**src/rtl/btn_pkg.sv**
```systemverilog
// Shared timing constants for the push-button conditioner.
package btn_pkg;

    localparam int CLK_HZ      = 12000000;
    localparam int DEBOUNCE_MS = 10;
    localparam int LONG_MS     = 1000;

    function automatic int ms_to_cycles(input int ms);
        return (CLK_HZ / 1000) * ms;
    endfunction

    localparam int DEBOUNCE_CYCLES_DEF = ms_to_cycles(DEBOUNCE_MS);
    localparam int LONG_CYCLES_DEF     = ms_to_cycles(LONG_MS);

endpackage

```
**src/rtl/btn_debounce_ch.sv**
```systemverilog
// One button channel: 2-flop synchronizer, debounce counter, press/release pulses,
// and a long-press pulse when BTN_LONG_PRESS_EN is defined.
module btn_debounce_ch
    import btn_pkg::*;
#(
    parameter int DEBOUNCE_CYCLES = DEBOUNCE_CYCLES_DEF,
    parameter int LONG_CYCLES     = LONG_CYCLES_DEF
) (
    input  logic sysclk_i,
    input  logic rst_i,
    input  logic raw_i,
    output logic level_o,
    output logic press_o,
    output logic release_o,
    output logic long_o
);

    if (DEBOUNCE_CYCLES < 2 || LONG_CYCLES < 2) begin : g_param_check
        $error("btn_debounce_ch: DEBOUNCE_CYCLES and LONG_CYCLES must be >= 2");
    end

    localparam int DCW = $clog2(DEBOUNCE_CYCLES);
    localparam logic [DCW-1:0] DMAX = DCW'(DEBOUNCE_CYCLES - 1);

    logic           s1_q, s2_q;
    logic           level_q, level_d;
    logic           press_q, press_d;
    logic           release_q, release_d;
    logic [DCW-1:0] cnt_q, cnt_d;

    always_comb begin
        level_d   = level_q;
        press_d   = 1'b0;
        release_d = 1'b0;
        cnt_d     = '0;
        if (s2_q != level_q) begin
            if (cnt_q == DMAX) begin
                level_d   = s2_q;
                press_d   = s2_q;
                release_d = ~s2_q;
            end else begin
                cnt_d = cnt_q + 1'b1;
            end
        end
    end

    always_ff @(posedge sysclk_i) begin
        if (rst_i) begin
            s1_q      <= 1'b0;
            s2_q      <= 1'b0;
            level_q   <= 1'b0;
            press_q   <= 1'b0;
            release_q <= 1'b0;
            cnt_q     <= '0;
        end else begin
            s1_q      <= raw_i;
            s2_q      <= s1_q;
            level_q   <= level_d;
            press_q   <= press_d;
            release_q <= release_d;
            cnt_q     <= cnt_d;
        end
    end

    assign level_o   = level_q;
    assign press_o   = press_q;
    assign release_o = release_q;

`ifdef BTN_LONG_PRESS_EN
    localparam int LCW = $clog2(LONG_CYCLES);
    localparam logic [LCW-1:0] LMAX = LCW'(LONG_CYCLES - 1);

    logic [LCW-1:0] hold_q, hold_d;
    logic           fired_q, fired_d;
    logic           long_q, long_d;

    // fired_q latches the one pulse per press; the saturated count alone would re-fire
    always_comb begin
        hold_d  = '0;
        fired_d = 1'b0;
        long_d  = 1'b0;
        if (level_q) begin
            hold_d  = hold_q;
            fired_d = fired_q;
            if (hold_q != LMAX) begin
                hold_d = hold_q + 1'b1;
            end else if (!fired_q) begin
                long_d  = 1'b1;
                fired_d = 1'b1;
            end
        end
    end

    always_ff @(posedge sysclk_i) begin
        if (rst_i) begin
            hold_q  <= '0;
            fired_q <= 1'b0;
            long_q  <= 1'b0;
        end else begin
            hold_q  <= hold_d;
            fired_q <= fired_d;
            long_q  <= long_d;
        end
    end

    assign long_o = long_q;
`else
    assign long_o = 1'b0;
`endif

endmodule

```
**src/rtl/button_conditioner.sv**
```systemverilog
// Debounced push-button conditioner: fans N_BTN independent channels out.
// Optional long-press pulse enabled by defining BTN_LONG_PRESS_EN.
module button_conditioner
    import btn_pkg::*;
#(
    parameter int N_BTN           = 2,
    parameter int DEBOUNCE_CYCLES = DEBOUNCE_CYCLES_DEF,
    parameter int LONG_CYCLES     = LONG_CYCLES_DEF
) (
    input  logic             sysclk,
    input  logic             rst,
    input  logic [N_BTN-1:0] btn_raw,
    output logic [N_BTN-1:0] btn_level,
    output logic [N_BTN-1:0] btn_press,
    output logic [N_BTN-1:0] btn_release,
    output logic [N_BTN-1:0] btn_long
);

    for (genvar g = 0; g < N_BTN; g++) begin : g_ch
        btn_debounce_ch #(
            .DEBOUNCE_CYCLES(DEBOUNCE_CYCLES),
            .LONG_CYCLES    (LONG_CYCLES)
        ) u_ch (
            .sysclk_i (sysclk),
            .rst_i    (rst),
            .raw_i    (btn_raw[g]),
            .level_o  (btn_level[g]),
            .press_o  (btn_press[g]),
            .release_o(btn_release[g]),
            .long_o   (btn_long[g])
        );
    end

endmodule

```
**config.mk**
```make
export PLATFORM = sky130hd
export DESIGN_NAME = button_conditioner
export DESIGN_NICKNAME = d
export VERILOG_FILES = /design/src/rtl/btn_pkg.sv /design/src/rtl/btn_debounce_ch.sv /design/src/rtl/button_conditioner.sv
export SDC_FILE = /design/constraint.sdc
export NUM_CORES = 1
export LEC_CHECK = 0
export BUFFER_PORTS_ARGS = -buffer_cell sky130_fd_sc_hd__buf_2
export CORE_UTILIZATION = 25
export CTS_CLUSTER_SIZE = 25
export DETAILED_ROUTE_END_ITERATION = 8
export HOLD_SLACK_MARGIN = 0.1
export PLACE_DENSITY = 0.42
export SYNTH_ARGS = -nofsm -noshare
export SYNTH_HDL_FRONTEND = slang
export SYNTH_SLANG_ARGS = --single-unit
```
**constraint.sdc**
```tcl
create_clock -name sysclk -period 2.11 [get_ports sysclk]
set_input_delay 0.3165 -clock sysclk [delete_from_list [all_inputs] [get_ports sysclk]]
set_output_delay 0.3165 -clock sysclk [all_outputs]
set_load 0.005 [all_outputs]
```
# --- After elaboration in Yosys (flattened, before gate mapping) ---
# Index checks and enable logic that the tools add are counted.
classes:
  n_addsub: 2
  eq_ne: 4
  bitwise: 6
  reduce_logical: 6
ops:
  columns: ["operator", "count"]
  rows:
  - ["17-bit by 1-bit adder with 17-bit output (second input constant)", 2]
  - ["17-bit equality test (second input constant)", 2]
  - ["3-bit OR reduction", 4]
  - ["1-bit inverter", 6]
  - ["2-bit AND reduction", 2]
  - ["1-bit != test", 2]
totals:
  register_bits: 44
  in_bits: 4
  output_inout_bits: 8
  elab_cells: 30

# --- Logic depth before layout (Yosys ltp) ---
logic_depth:
  depth_word: 3
  depth_mapped: 8
  ltp_nobuf: 5

# --- By module ---
# Synthesis repeated with hierarchy kept, for this count alone.
hier_totals:
  cells_unflattened: 215
  area_unflattened_um2: 1978.1
by_module_without_submodules:
  columns: ["mod", "instances", "cells_each", "area_each_um2", "seq_area_each_um2"]
  rows:
  - ["btn_debounce_ch (g_ch[0].u_ch)", 1, 109, 999.7, 440.4]
  - ["btn_debounce_ch (g_ch[1].u_ch)", 1, 106, 978.4, 440.4]

# --- Worst setup path before layout ---
# No wires, ideal clock.
synth_timing:
  path_kind: "reg-to-reg"
  from: "register g_ch[0].u_ch.cnt_q[6]"
  to: "register g_ch[0].u_ch.cnt_q[10]"
  setup_ns: 0.115
  arrival_time_ns: 1.640
  required_ns: 1.995
  slack_ns: 0.355
  stages_incl_launch_ff: 7
  n_path_buf: 2
  synth_period_minus_slack_ns: 1.755
  path_cell_list: "dfxtp_1 or4b_1 nor4_2 a211o_2 buf_6 buf_12 nor2_1"
synth_between:
  elab_chain_len: 2
  word_cells_on_any_way: 3
  cone_classes: "add/sub: 1; eq/ne: 1; reduce/logical: 1"
synth_lines:
  columns: ["element", "line_no", "rtl"]
  rows:
  - ["start: declaration", "btn_debounce_ch.sv:29", "logic [DCW-1:0] cnt_q, cnt_d;"]
  - ["start signal: assignment", "btn_debounce_ch.sv:61", "cnt_q <= cnt_d;"]
  - ["parallel branches: the longest is 2 deep, another holds 17-bit by 1-bit adder with 17-bit output", null, null]
# Parallel ways; which one is timed is not known.
# A chain may end at the register's enable or synchronous reset.

# --- Worst setup path in the final report ---
layout_timing:
  from: "register g_ch[0].u_ch.cnt_q[6]"
  to: "register g_ch[0].u_ch.cnt_q[3]"
layout_between:
  elab_chain_len: 2
layout_lines:
  columns: ["element", "line_no", "rtl"]
  rows:
  - ["17-bit equality test", "btn_debounce_ch.sv:37", "if (cnt_q == DMAX) begin"]
  - ["3-bit OR reduction (no source line)", null, null]
# Every way passes these cells.

==> flow_metrics.tcl <==
set metrics [dict create \
    status "complete, no violations" \
    combPwrFrac_pct 1.4 \
    drt_wl_total_mm 3.51 \
    power_frac_clock_pct 42.8 \
    sequentialPowerShare_pct 55.8 \
    cts_root_buffer "clkbuf_8" \
    slew_violations 0 \
    worstPathArrival_ps 2060 \
    layout.area.seq_um2 881 \
    power.leakage_nw 0.656 \
    dr.pass1.iters 4 \
    ir_drop_uv 251 \
    grt_remaining_overflow 0 \
    cts_resized 0 \
    hpwlAfterDp_mm 2.49 \
    final-setup-viol-count 0 \
    max_freq_mhz 531 \
    clk_path_buf_depth 2 \
    end_kind "register" \
    antenna_cells 0 \
    stdcell_area_um2 2180 \
    synth_top_area_share_pct 45.2 \
    io_pins 12 \
    core_area_um2 7410 \
    grt_pass1_wl_mm 6.23 \
    grt_pass1_vias 1283 \
    finalHoldViolCount 0 \
    drc 0 \
    maxCapViolCount 0 \
    worstPathRequired_ps 2290 \
    layout-drive-gt1-share_pct 13.3 \
    worstSetupPathType "register to register" \
    cts_tree "done" \
    syn_area_um2 1950 \
    min_period_ps 1880 \
    cts_hold_buffers 0 \
    synth_area_per_cell_um2 9.07 \
    drtAntennaViolNets 0 \
    port_buffers 9 \
    clock-sinks 44 \
    synth.largest_area_cell "dfxtp_1" \
    fin_nets 231 \
    start_util_pct 26.3 \
    finalCritPeriodShare_pct 89.2 \
    finalSetupTns_ps 0 \
    ys_ff_latch 44 \
    grt_antenna_before_repair 0 \
    dr_total_vias 1396 \
    start_kind "register" \
    fillCellCount 784 \
    fp.dieW_um 90.3 \
    postCtsSetupRepairBufs 0 \
    multi_input_area_um2 925 \
    synthDistinctLibCells 35 \
    h-tree-depth 2 \
    skew_ps 5.61 \
    synthTopCellsByArea "dfxtp_1 45%, xnor2_1 8.1%, nor2_1 7.9%, xor2_1 4.0%, nand3_1 3.3%" \
    syn_inst 215 \
    crit_path_max_fanout 17 \
    rows 31 \
    hold_path.class "primary input to register" \
    place.gp.congestion 0.741 \
    fin_cells 325 \
    cts-buffers-inserted 5 \
    fp.dieH_um 90.3 \
    dpl-instance-area_um2 2070 \
    wl_per_cell_um 10.8 \
    rsz0062_at_grt "no" \
    area_growth_pct 11.9 \
    grtUsageTotal_pct 9.69 \
    yosysSeqAreaShare_pct 45.2 \
    avgViaCountPerCell 4.30 \
    grt_max_degree 18 \
    power_density_nw_per_um2 687 \
    p_switching_mw 0.305 \
    drtIter0Drc 55 \
    intPower_mw 1.19 \
    clkTransAtPathRegs_ps 90 \
    placed_cells 317 \
    die-area_um2 8150 \
    switching_share_pct 20.4 \
    yosysWarnings 0 \
    clk_latency_ps 290 \
]
cells in the mapped netlist:
| cell type | n |
|---|---|
| o41ai_1 | 1 |
| a21oi_1 | 3 |
| or4_1 | 3 |
| or4b_2 | 1 |
| conb_1 | 1 |
| nand4_1 | 10 |
| nor2_1 | 41 |
| or4bb_1 | 1 |
| and3_1 | 1 |
| nand2_1 | 11 |
| or2b_1 | 1 |
| nor3_1 | 6 |
| dfxtp_1 | 44 |
| nand3_1 | 13 |
| nand4b_1 | 1 |
| nor4_2 | 2 |
| nor4_1 | 7 |
| buf_12 | 1 |
| mux2i_1 | 2 |
| buf_4 | 8 |
| a211o_1 | 1 |
| nand2b_1 | 5 |
| buf_8 | 1 |
| and4_1 | 2 |
| or4b_1 | 1 |
| buf_6 | 2 |
| xnor2_1 | 18 |
| or3_1 | 1 |
| a211o_2 | 1 |
| clkbuf_1 | 4 |
| xor2_1 | 9 |
| nor2b_1 | 4 |
| ha_1 | 2 |
| o31ai_1 | 2 |
| inv_1 | 4 |
area by class of cell:
type	instances	share of cell area (%)
multi-input cells	152	42.4
flip-flops and latches	44	40.4
repair buffers	18	5.74
well taps	99	5.68
clock buffers	5	3.16
clock inverters	3	1.95
inverters	4	0.688
state kept, by name (all words and copies together), names as in the netlist:
signal	cells
g_ch.u_ch.release_o	2
g_ch.u_ch.cnt_q	34
g_ch.u_ch.s1_q	2
g_ch.u_ch.press_o	2
g_ch.u_ch.s2_q	2
g_ch.u_ch.level_o	2
power by group through the flow:
stage / clock (mW) / sequential [mW] / combinational (mW)
final: 0.641 / 0.837 / 0.0213
after floorplan: 0 / 0.856 / 0.0209
after detailed placement: 0 / 0.856 / 0.0217
after global placement: 0 / 0.856 / 0.0220
after global routing: 0.714 / 0.838 / 0.0245
after CTS: 0.665 / 0.837 / 0.0219
critical path: stages, from the launching register on:
cell and delay, ps:
dfxtp_1 360, or4b_1 540, nor4_2 400, a211o_2 370, nor2_1 90
per-layer routing:
layer	global-route usage (%)	share of wire (%)
met5	0	0
met4	4.44	2.0
met2	13.2	39
met1	13.5	55
met3	3.28	3.9
layout by cell type (no fill, tap or decap), types with 2 or more instances in the layout:
cell | Yosys | layout
buf_4 | 8 | 8
inv_1 | 4 | 4
nor2_1 | 41 | 41
nor3_1 | 6 | 6
clkbuf_8 | 0 | 5
nor4_1 | 7 | 7
or4_1 | 3 | 3
nand4_1 | 10 | 10
conb_1 | 1 | 2
buf_2 | 0 | 9
o31ai_1 | 2 | 2
dfxtp_1 | 44 | 44
nor4_2 | 2 | 2
ha_1 | 2 | 2
nand3_1 | 13 | 13
nor2b_1 | 4 | 4
nand2_1 | 11 | 11
a21oi_1 | 3 | 3
xor2_1 | 9 | 9
nand2b_1 | 5 | 5
and4_1 | 2 | 2
mux2i_1 | 2 | 2
xnor2_1 | 18 | 18
worst paths after layout:
path / start / endpoint / slack (ps) / cells past startpoint
worst min register to register: g_ch[0].u_ch.s1_q / g_ch[0].u_ch.s2_q / 440 / 1
worst max register to register: g_ch[0].u_ch.cnt_q[6] / g_ch[0].u_ch.cnt_q[3] / 230 / 4
worst max-delay path: g_ch[0].u_ch.cnt_q[6] / g_ch[0].u_ch.cnt_q[3] / 230 / 4
worst min-delay path: btn_raw[1] / g_ch[1].u_ch.s1_q / 240 / 2
metrics by stage:
step	setup slack, ps	hold WS, ps	utilization [%]	power [mW]
global route	86.0	241	29.4	1.58
global placement	264	422	27.9	0.879
detailed placement	204	423	27.9	0.878
CTS	195	232	29.4	1.52
finish	228	241	29.4	1.50
floorplan	355	414	-	0.877
kinds of logic (layout without fill, tap and decap cells):
family	count (synthesis)	in the layout	share of synthesized area (%)
AOI/OAI and AO/OA	8	8	2.95
xor gates and xnor gates	27	27	12.1
adders and majority gates	2	2	1.28
buffers and inverters	20	30	7.57
DFF	44	44	45.2
muxes	2	2	1.03
other	1	2	0.192
and+or+nand+nor	111	111	29.7
(Power assumes the default switching activity.)
